--- config.mk ---
export PLATFORM = sky130hd
export DESIGN_NAME = multi_cycle_control_unit_flat
export DESIGN_NICKNAME = d
export VERILOG_FILES = /design/src/rtl/multi_cycle_control_unit_pkg.sv /design/src/rtl/multi_cycle_control_unit_if.sv /design/src/rtl/multi_cycle_control_unit_timer.sv /design/src/rtl/multi_cycle_control_unit.sv /design/src/flat_wrapper.sv
export SDC_FILE = /design/constraint.sdc
export NUM_CORES = 1
export LEC_CHECK = 0
export BUFFER_PORTS_ARGS = -buffer_cell sky130_fd_sc_hd__buf_4
export CAP_MARGIN = 20
export CORE_UTILIZATION = 57
export CTS_BUF_LIST = sky130_fd_sc_hd__clkbuf_16
export CTS_CLUSTER_DIAMETER = 40
export DETAILED_ROUTE_END_ITERATION = 7
export GPL_TIMING_DRIVEN = 0
export PLACE_DENSITY_LB_ADDON = 0.05
export SLEW_MARGIN = 0
export SYNTH_ARGS = -nofsm -noshare
export SYNTH_HDL_FRONTEND = slang
export SYNTH_SLANG_ARGS = --single-unit
--- constraint.sdc ---
create_clock -name clk -period 2.7 [get_ports clk]
set_input_delay 0.54 -clock clk [delete_from_list [all_inputs] [get_ports clk]]
set_output_delay 0.54 -clock clk [all_outputs]
set_load 0.01 [all_outputs]
--- src/rtl/multi_cycle_control_unit_pkg.sv ---
// Shared definitions for the multi-cycle control unit: opcodes, FSM states, error codes.
package cpu_pkg;

    typedef enum logic [2:0] {
        OP_LOAD_A    = 3'b000,
        OP_LOAD_B    = 3'b001,
        OP_STORE     = 3'b010,
        OP_STORE_IMM = 3'b011,
        OP_JMP       = 3'b100,
        OP_ILLEGAL   = 3'b101,
        OP_RET       = 3'b110,
        OP_ALU       = 3'b111
    } opcode_t;

    typedef enum logic [2:0] {
        S_IDLE   = 3'd0,
        S_FETCH  = 3'd1,
        S_DECODE = 3'd2,
        S_EXEC   = 3'd3,
        S_MEM    = 3'd4,
        S_WB     = 3'd5,
        S_ERR    = 3'd6
    } state_t;

    typedef enum logic [1:0] {
        ERR_NONE     = 2'b00,
        ERR_ILLEGAL  = 2'b01,
        ERR_FETCH_TO = 2'b10,
        ERR_DATA_TO  = 2'b11
    } err_code_t;

    function automatic logic op_is_load(input opcode_t op);
        return (op == OP_LOAD_A) || (op == OP_LOAD_B);
    endfunction

endpackage

--- src/rtl/multi_cycle_control_unit_if.sv ---
// Memory request/acknowledge handshake between the control unit and variable-latency memory.
interface multi_cycle_control_unit_if;
    logic mem_req;
    logic rd_mem;
    logic wr_mem;
    logic imm;
    logic mem_ack;

    modport master (output mem_req, output rd_mem, output wr_mem, output imm, input mem_ack);
    modport slave  (input mem_req, input rd_mem, input wr_mem, input imm, output mem_ack);
endinterface

--- src/rtl/multi_cycle_control_unit_timer.sv ---
// Wait-cycle counter for memory phases; expired is high on the last allowed cycle.
module cu_timeout_timer #(
    parameter int unsigned TIMEOUT = 15
) (
    input  logic clk,
    input  logic rst_n,
    input  logic clr,
    input  logic run,
    output logic expired
);
    localparam int unsigned W = (TIMEOUT < 2) ? 1 : $clog2(TIMEOUT);

    logic [W-1:0] count_q;
    logic [W-1:0] count_d;

    assign expired = (count_q == W'(TIMEOUT - 1));

    always_comb begin
        count_d = count_q;
        if (clr) begin
            count_d = '0;
        end else if (run && !expired) begin
            count_d = count_q + 1'b1;
        end
    end

    always_ff @(posedge clk) begin
        if (!rst_n) begin
            count_q <= '0;
        end else begin
            count_q <= count_d;
        end
    end
endmodule

--- src/rtl/multi_cycle_control_unit.sv ---
// Multi-cycle FETCH/DECODE/EXEC/MEM/WB sequencer for the accumulator core with
// memory timeout, illegal-opcode detection, sticky error and retired counter.
module multi_cycle_control_unit
    import cpu_pkg::*;
#(
    parameter int unsigned OPCODE_W = 3,
    parameter int unsigned TIMEOUT  = 15,
    parameter int unsigned CNT_W    = 16
) (
    input  logic                        clk,
    input  logic                        rst_n,
    input  logic                        en,
    input  logic [OPCODE_W-1:0]         opcode,
    input  logic                        err_clr,
    multi_cycle_control_unit_if.master  mem,
    output logic                        ir_load,
    output logic                        pc_inc,
    output logic                        load_A,
    output logic                        load_B,
    output logic                        wb_A,
    output logic                        jmp,
    output logic                        ret,
    output logic                        busy,
    output logic                        error,
    output logic [1:0]                  err_code,
    output logic [CNT_W-1:0]            retired_cnt
);
    state_t     state_q, state_d;
    opcode_t    op_q, op_d;
    err_code_t  err_code_q, err_code_d;
    logic [CNT_W-1:0] cnt_q, cnt_d;

    logic    opcode_legal;
    logic    tmr_clr;
    logic    tmr_run;
    logic    tmr_expired;
    opcode_t opcode_low;

    assign opcode_low   = opcode_t'(opcode[2:0]);
    assign opcode_legal = ((opcode >> 3) == '0) && (opcode_low != OP_ILLEGAL);

    // Holding the timer clear outside the two wait states makes it start at 0 on entry.
    assign tmr_clr = !((state_q == S_FETCH) || (state_q == S_MEM));
    assign tmr_run = !tmr_clr && !mem.mem_ack;

    cu_timeout_timer #(
        .TIMEOUT (TIMEOUT)
    ) u_timer (
        .clk     (clk),
        .rst_n   (rst_n),
        .clr     (tmr_clr),
        .run     (tmr_run),
        .expired (tmr_expired)
    );

    always_comb begin
        state_d    = state_q;
        op_d       = op_q;
        err_code_d = err_code_q;
        cnt_d      = cnt_q;
        unique case (state_q)
            S_IDLE: begin
                if (en) state_d = S_FETCH;
            end
            S_FETCH: begin
                if (mem.mem_ack) begin
                    state_d = S_DECODE;
                end else if (tmr_expired) begin
                    state_d    = S_ERR;
                    err_code_d = ERR_FETCH_TO;
                end
            end
            S_DECODE: begin
                op_d = opcode_low;
                if (opcode_legal) begin
                    state_d = S_EXEC;
                end else begin
                    state_d    = S_ERR;
                    err_code_d = ERR_ILLEGAL;
                end
            end
            S_EXEC: begin
                case (op_q)
                    OP_JMP, OP_RET: begin
                        state_d = S_IDLE;
                        cnt_d   = cnt_q + 1'b1;
                    end
                    OP_ALU:  state_d = S_WB;
                    default: state_d = S_MEM;
                endcase
            end
            S_MEM: begin
                if (mem.mem_ack) begin
                    state_d = S_IDLE;
                    cnt_d   = cnt_q + 1'b1;
                end else if (tmr_expired) begin
                    state_d    = S_ERR;
                    err_code_d = ERR_DATA_TO;
                end
            end
            S_WB: begin
                state_d = S_IDLE;
                cnt_d   = cnt_q + 1'b1;
            end
            S_ERR: begin
                if (err_clr) begin
                    state_d    = S_IDLE;
                    err_code_d = ERR_NONE;
                end
            end
            default: state_d = S_IDLE;
        endcase
    end

    always_ff @(posedge clk) begin
        if (!rst_n) begin
            state_q    <= S_IDLE;
            op_q       <= OP_LOAD_A;
            err_code_q <= ERR_NONE;
            cnt_q      <= '0;
        end else begin
            state_q    <= state_d;
            op_q       <= op_d;
            err_code_q <= err_code_d;
            cnt_q      <= cnt_d;
        end
    end

    always_comb begin
        mem.mem_req = 1'b0;
        mem.rd_mem  = 1'b0;
        mem.wr_mem  = 1'b0;
        mem.imm     = 1'b0;
        ir_load     = 1'b0;
        pc_inc      = 1'b0;
        load_A      = 1'b0;
        load_B      = 1'b0;
        wb_A        = 1'b0;
        jmp         = 1'b0;
        ret         = 1'b0;
        unique case (state_q)
            S_FETCH: begin
                mem.mem_req = 1'b1;
                mem.rd_mem  = 1'b1;
                ir_load     = mem.mem_ack;
                pc_inc      = mem.mem_ack;
            end
            S_EXEC: begin
                jmp = (op_q == OP_JMP);
                ret = (op_q == OP_RET);
            end
            S_MEM: begin
                mem.mem_req = 1'b1;
                mem.rd_mem  = op_is_load(op_q);
                mem.wr_mem  = !op_is_load(op_q);
                mem.imm     = (op_q == OP_STORE_IMM);
                load_A      = mem.mem_ack && (op_q == OP_LOAD_A);
                load_B      = mem.mem_ack && (op_q == OP_LOAD_B);
            end
            S_WB: wb_A = 1'b1;
            default: ;
        endcase
    end

    assign busy        = (state_q != S_IDLE) && (state_q != S_ERR);
    assign error       = (state_q == S_ERR);
    assign err_code    = err_code_q;
    assign retired_cnt = cnt_q;
endmodule

--- src/flat_wrapper.sv ---
// flat-port wrapper written by rule: the top's interface ports become plain ports
module multi_cycle_control_unit_flat import cpu_pkg::*;
#(
    parameter int unsigned OPCODE_W = 3,
    parameter int unsigned TIMEOUT  = 15,
    parameter int unsigned CNT_W    = 16
)
  (clk, rst_n, en, opcode, err_clr, ir_load, pc_inc, load_A, load_B, wb_A, jmp, ret, busy, error, err_code, retired_cnt, mem_mem_req, mem_rd_mem, mem_wr_mem, mem_imm, mem_mem_ack);
  multi_cycle_control_unit_if mem_i ();
  input  logic clk;
  input  logic rst_n;
  input  logic en;
  input  logic [OPCODE_W-1:0] opcode;
  input  logic err_clr;
  output logic ir_load;
  output logic pc_inc;
  output logic load_A;
  output logic load_B;
  output logic wb_A;
  output logic jmp;
  output logic ret;
  output logic busy;
  output logic error;
  output logic [1:0] err_code;
  output logic [CNT_W-1:0] retired_cnt;
  output wire logic [$bits(mem_i.mem_req)-1:0] mem_mem_req;
  output wire logic [$bits(mem_i.rd_mem)-1:0] mem_rd_mem;
  output wire logic [$bits(mem_i.wr_mem)-1:0] mem_wr_mem;
  output wire logic [$bits(mem_i.imm)-1:0] mem_imm;
  input wire logic [$bits(mem_i.mem_ack)-1:0] mem_mem_ack;
  assign mem_mem_req = mem_i.mem_req;
  assign mem_rd_mem = mem_i.rd_mem;
  assign mem_wr_mem = mem_i.wr_mem;
  assign mem_imm = mem_i.imm;
  assign mem_i.mem_ack = mem_mem_ack;
  multi_cycle_control_unit #(.OPCODE_W(OPCODE_W), .TIMEOUT(TIMEOUT), .CNT_W(CNT_W)) u_core (.clk(clk), .rst_n(rst_n), .en(en), .opcode(opcode), .err_clr(err_clr), .mem(mem_i), .ir_load(ir_load), .pc_inc(pc_inc), .load_A(load_A), .load_B(load_B), .wb_A(wb_A), .jmp(jmp), .ret(ret), .busy(busy), .error(error), .err_code(err_code), .retired_cnt(retired_cnt));
endmodule
==> results.py, run 1 <==
metrics = {
    "outcome": {
        "outcome": "finished, final reports clean",
    },
    "logic_synthesis": {
        "ys_ff_latch": 28,
        "yosysMostFrequentCell": "dfxtp_1",
        "synth_top_family_by_area": "simple AND/OR/NAND/NOR gates",
        "muxShareOfSynthArea_pct": 3.78,
        "synth_xor_area_share_pct": 3.24,
        "avgSynthCellArea_um2": 8.20,
        "syn_inst": 198,
        "yosysWarnings": 0,
        "synthFlopType": "dfxtp_1",
        "synth.top_cells.by_area": "dfxtp_1 35%, a21oi_1 5.9%, nand2_1 4.4%, nor2_1 3.7%, o31ai_1 3.7%",
        "synth_edf_count": 0,
        "syn-cell-area_um2": 1620,
        "async_reset_ff_share_pct": 0,
        "synth.largest_area_cell": "dfxtp_1",
        "yosysSeqAreaShare_pct": 34.5,
        "synth_compound_area_share_pct": 18.6,
        "synth_common_cells": "28 x dfxtp_1, 19 x a21oi_1, 19 x nand2_1",
        "synthAdderAreaFrac_pct": 2.31,
        "synth.distinct_cells": 46,
        "synth-simple-area-share_pct": 31.0,
        "synthesis.nets": 209,
        "yosys.area.top_type_share_pct": 34.5,
    },
    "timing": {
        "fin_ws_ps": 418,
        "clock.fmax_mhz": 438,
        "max_slew.worst_pin.slew_ps": 482,
        "min_period_ps": 2280,
        "drv_slew": 0,
        "fin_crit_sh_pct": 84.5,
        "finalClockSkew_ps": 4.28,
        "setup-violations-final": 0,
        "relSlewSlack_pct": 67.6,
        "hold_violations": 0,
        "rsz0062_at_grt": "false",
        "tns_ps": 0,
    },
    "finish": {
        "drive_gt1_share_pct": 23.8,
        "num_antenna_cells": 0,
        "fin_area_um2": 2030,
        "nets": 252,
        "final_cell_count_no_fill": 270,
        "syn2layout_area_growth_pct": 24.7,
    },
    "power_and_ir_drop": {
        "ir_worst_vdd_v": 0.000388,
        "leakage_nw": 0.781,
        "intPower_mw": 0.671,
        "powerDensity_nw_per_um2": 439,
        "power.total_mw": 0.890,
        "seqPwrFrac_pct": 48.0,
        "p_switching_mw": 0.219,
        "swShare_pct": 24.6,
        "power_frac_clock_pct": 37.7,
        "power_frac_comb_pct": 14.3,
    },
    "worst_setup_path": {
        "reg2reg_slack_ps": 900,
        "cp.arrival_ps": 1740,
        "critPathKind": "register to output pin",
        "endpoint_kind": "output pin",
        "start_kind": "register",
        "r2r_end": "u_core.err_code[0]",
        "startpoint": "u_core.state_q[1]",
        "critPathRequiredTime_ps": 2160,
        "r2r-start": "u_core.state_q[0]",
        "cp_max_fo": 10,
        "endpoint": "jmp",
        "worst-r2r-cell-count": 5,
    },
    "flow_run": {
        "maxCapViolations": 0,
    },
    "routing": {
        "wl_met2_um": 2080,
        "wirelength_um": 3950,
        "drc_errors": 0,
        "vias": 1658,
        "viasPerCell": 6.14,
        "route.layer.met1.wl_um": 1670,
        "wl_per_cell_um": 14.6,
        "wl_met3_um": 151,
        "routed.top_layer": "met4",
        "first_pass_iters": 4,
        "ant_nets": 0,
        "drt_iter0_markers": 53,
    },
    "grt": {
        "overflow": 0,
        "grt_pass1_vias": 1537,
        "grt_max_degree": 16,
        "grt_usage_pct": 25.5,
        "grt_pass1_wl_um": 6530,
        "grt_antenna_before_repair": 0,
    },
    "clock_network": {
        "clk_pin_slew_ps": 70,
        "cts-root-buf": "clkbuf_16",
        "tritoncts.num_buffers": 3,
        "postCtsHoldBufs": 0,
        "cts_resized": 0,
        "htreeDepth": 1,
        "insertion_delay_ps": 260,
        "clockBufferDepth": 2,
        "cts_tree": "yes",
        "cts.sinks": 28,
        "post-cts-setup-buffers": 0,
    },
    "floorplanning": {
        "io_pins": 39,
        "core-area_um2": 2590,
        "die_w_um": 55.4,
        "dieHeight_um": 55.4,
        "fp-row-count": 18,
        "dieArea_um2": 3070,
        "start_util_pct": 62.7,
    },
    "place": {
        "gp_congestion": 0.906,
        "placed_cell_area_um2": 1950,
        "dpl_worst_slack_ps": 668,
        "post-dp-hpwl_um": 2970,
        "dp_cells": 266,
        "io_buffers": 38,
    },
    "worst_hold_path": {
        "hp-class": "register to register",
    },
}
[stage by stage]
stage	utilization, %	hold WS [ps]
after floorplan	-	479
after global placement	75.2	447
after detailed placement	75.2	478
after CTS	78.2	487
after global routing	78.2	495
final	78.2	481
[worst min-delay path by stage]
stage / from / cells past startpoint / slack, ps / endpoint
floorplan: u_core.err_code[1] / 2 / 480 / u_core.err_code[1]
global placement: u_core.err_code[1] / 2 / 450 / u_core.err_code[1]
detailed placement: u_core.retired_cnt[15] / 2 / 480 / u_core.retired_cnt[15]
CTS: u_core.retired_cnt[15] / 2 / 490 / u_core.retired_cnt[15]
global route: u_core.err_code[1] / 2 / 490 / u_core.err_code[1]
finish: u_core.retired_cnt[15] / 2 / 480 / u_core.retired_cnt[15]
[layout by cell type (no fill, tap or decap), types with 3 or more instances in the layout]
master     instances
a21oi_1           19
buf_4             40
clkbuf_1           6
clkbuf_16          3
dfxtp_1           28
ha_1               3
inv_1              7
mux2i_1            5
nand2_1           19
nand2b_1           8
nand3_1            7
nand4_1            3
nor2_1            16
nor3_1             4
nor3b_1            3
nor4_1             3
o21ai_0            8
o31ai_1            8
or3_1              3
or4_1              8
xnor2_1            5
[critical path, stage by stage, from the launching register on]
cell and delay, ps:
dfxtp_1 450, buf_2 270, clkbuf_1 340, nand3_1 160, nor2_1 130, buf_4 130
[registers in the layout (all words and copies together), names as in the netlist]
signal                  count
u_core.err_code             2
u_core.state_q              3
u_core.retired_cnt         16
u_core.op_q                 3
u_core.u_timer.count_q      4
[kinds of logic (layout without fill, tap and decap cells)]
| family | Yosys count | after routing |
|---|---|---|
| AND/OR/NAND/NOR | 89 | 89 |
| buffers and inverters | 21 | 63 |
| adder cells (fa/ha/maj) | 3 | 3 |
| multiplexers | 6 | 6 |
| AO/OA/AOI/OAI | 45 | 45 |
| XOR/XNOR | 6 | 6 |
| flip-flops | 28 | 28 |
[metal layers]
layer	vias up	global-route usage (%)
met4	0	7.50
met2	50	49.1
li1	797	-
met5	-	0
met1	805	29.2
met3	6	2.58
[power by group through the flow]
stage / Sequential, mW / Clock [mW] / Combinational (mW)
6_report: 0.427 / 0.336 / 0.127
4_1_cts: 0.427 / 0.341 / 0.126
3_3_place_gp: 0.436 / 0 / 0.120
2_1_floorplan: 0.435 / 0 / 0.0815
3_5_place_dp: 0.436 / 0 / 0.125
5_1_grt: 0.428 / 0.355 / 0.137
[layout make-up]
| class | instances | area [um2] |
|---|---|---|
| buffer | 13 | 75.1 |
| clock buffer | 3 | 75.1 |
| clock inverter | 1 | 3.75 |
| fill | 196 | 564 |
| inverter | 8 | 30.0 |
| multi-input combinational | 149 | 958 |
| sequential | 28 | 561 |
| tap | 30 | 37.5 |
| timing repair buffer | 38 | 285 |
Power figures use the tool's default switching activity.
==> inputs of run 2 (changes only) <==
--- a/config.mk
+++ b/config.mk
@@ -7,7 +7,7 @@
 export LEC_CHECK = 0
 export BUFFER_PORTS_ARGS = -buffer_cell sky130_fd_sc_hd__buf_4
 export CAP_MARGIN = 20
-export CORE_UTILIZATION = 57
+export CORE_UTILIZATION = 53
 export CTS_BUF_LIST = sky130_fd_sc_hd__clkbuf_16
 export CTS_CLUSTER_DIAMETER = 40
 export DETAILED_ROUTE_END_ITERATION = 7
==> constraint.sdc (replaced) <==
create_clock -name clk -period 2.2 [get_ports clk]
set_input_delay 0.44 -clock clk [delete_from_list [all_inputs] [get_ports clk]]
set_output_delay 0.44 -clock clk [all_outputs]
set_load 0.01 [all_outputs]
==> results.py, run 2 (same netlist as run 1, synthesis figures left out) <==
metrics = {
    "clock_network": {
        "tritoncts.num_buffers": 3,
        "insertion_delay_ps": 260,
        "cts.sinks": 28,
        "postCtsHoldBufs": 0,
        "clk_pin_slew_ps": 60,
        "cts_tree": "yes",
        "cts-root-buf": "clkbuf_16",
        "clockBufferDepth": 2,
        "htreeDepth": 1,
    },
    "routing": {
        "viasPerCell": 5.94,
        "first_pass_iters": 6,
        "vias": 1592,
        "drt_iter0_markers": 80,
        "drc_errors": 6,
        "wl_per_cell_um": 13.7,
        "wirelength_um": 3680,
        "ant_nets": 0,
    },
    "timing": {
        "drv_slew": 0,
        "fin_crit_sh_pct": 86.9,
        "hold_violations": 0,
        "finalClockSkew_ps": 1.67,
        "rsz0062_at_grt": "false",
        "max_slew.worst_pin.slew_ps": 485,
        "setup-violations-final": 0,
        "min_period_ps": 1910,
        "relSlewSlack_pct": 67.4,
        "tns_ps": 0,
        "clock.fmax_mhz": 523,
    },
    "finish": {
        "nets": 250,
        "final_util_pct": 71.3,
        "layout_commonest_cell": "buf_4",
        "largest_register_ffs": 16,
        "num_antenna_cells": 0,
        "drive_gt1_share_pct": 24.1,
        "final_cell_mix": "40 x buf_4, 28 x dfxtp_1, 19 x a21oi_1, 19 x nand2_1, 16 x nor2_1",
        "syn2layout_area_growth_pct": 24.1,
    },
    "power_and_ir_drop": {
        "swShare_pct": 24.2,
        "powerDensity_nw_per_um2": 538,
        "p_switching_mw": 0.263,
        "intPower_mw": 0.821,
        "power_frac_comb_pct": 14.0,
        "ir_worst_vdd_v": 0.000490,
        "seqPwrFrac_pct": 48.4,
        "leakage_nw": 0.777,
        "power_frac_clock_pct": 37.7,
    },
    "grt": {
        "overflow": 0,
        "grt_max_degree": 15,
        "grt_pass1_wl_um": 6330,
        "grt_antenna_before_repair": 0,
        "grt_usage_pct": 24.3,
        "grt_pass1_vias": 1477,
    },
    "outcome": {
        "outcome": "complete, but fails checks",
        "violations": "design-rule violations",
    },
    "floorplanning": {
        "dieHeight_um": 57.4,
        "die_w_um": 57.4,
        "start_util_pct": 57.4,
        "io_pins": 39,
        "dieArea_um2": 3290,
        "fp-row-count": 19,
        "core-area_um2": 2830,
    },
    "worst_setup_path": {
        "cp.arrival_ps": 1470,
        "critPathRequiredTime_ps": 1760,
        "cp_max_fo": 10,
        "critPathKind": "register to output pin",
        "endpoint_kind": "output pin",
        "start_kind": "register",
    },
    "worst_hold_path": {
        "hp-class": "input port to register",
    },
    "place": {
        "gp_congestion": 0.774,
        "io_buffers": 38,
        "post-dp-hpwl_um": 2740,
    },
    "flow_run": {
        "maxCapViolations": 0,
    },
}
-- run 2: cell types whose count changed in the layout (fill, tap and decap cells not counted), sizes merged --
cell,previous run,this run
clkbuf,10,8
clkinv,2,1
-- run 2: power groups by stage --
stage / sequential, mW / combinational (mW) / clock (mW)
6_report: 0.524 / 0.151 / 0.408
5_1_grt: 0.525 / 0.166 / 0.432
3_5_place_dp: 0.536 / 0.151 / 0
4_1_cts: 0.524 / 0.152 / 0.419
2_1_floorplan: 0.534 / 0.100 / 0
3_3_place_gp: 0.535 / 0.148 / 0
-- run 2: what timing repair did --
| action | CTS | global route |
|---|---|---|
| resized for setup | 0 | 0 |
| setup buffers | 0 | 0 |
| endpoints found under the setup margin | 0 | 6 |
| hold endpoints to repair | 0 | 0 |
-- run 2: critical path, stage by stage, from the launching register on --
cell     delay, ps
dfxtp_1        430
buf_2          240
inv_1          110
nor3b_1        260
buf_4          170
-- run 2: metal layers --
| layer | GRT usage, % | routed length [um] |
|---|---|---|
| met4 | 10.5 | 70 |
| met2 | 41.5 | 1870 |
| met3 | 3.63 | 131 |
| met5 | 0 | 0 |
| met1 | 30.4 | 1600 |
-- run 2: metrics by stage --
step	std cells	total power [mW]	worst slack, ps	instance area, um2	hold slack, ps
floorplan	198	0.634	484	1620	479
global placement	267	0.682	321	1950	448
detailed placement	267	0.687	303	1950	466
CTS	270	1.10	51.9	2020	434
global route	268	1.12	163	2020	446
finish	268	1.08	287	2020	439
-- run 2: worst paths after layout --
kind,startpoint,depth (start not counted),slack (ps),endpoint
worst max-delay path,u_core.state_q[0],4,290,wb_A
worst min-delay path,opcode[1],3,440,u_core.op_q[1]
worst max register to register,u_core.state_q[0],5,400,u_core.err_code[0]
worst min register to register,u_core.err_code[1],2,470,u_core.err_code[1]
-- run 2: layout make-up --
cell class	count	area (um2)
multi-input combinational	149	958
fill	232	813
sequential	28	561
timing repair buffer	38	285
clock buffer	3	75.1
buffer	11	67.6
tap	31	38.8
inverter	8	30.0
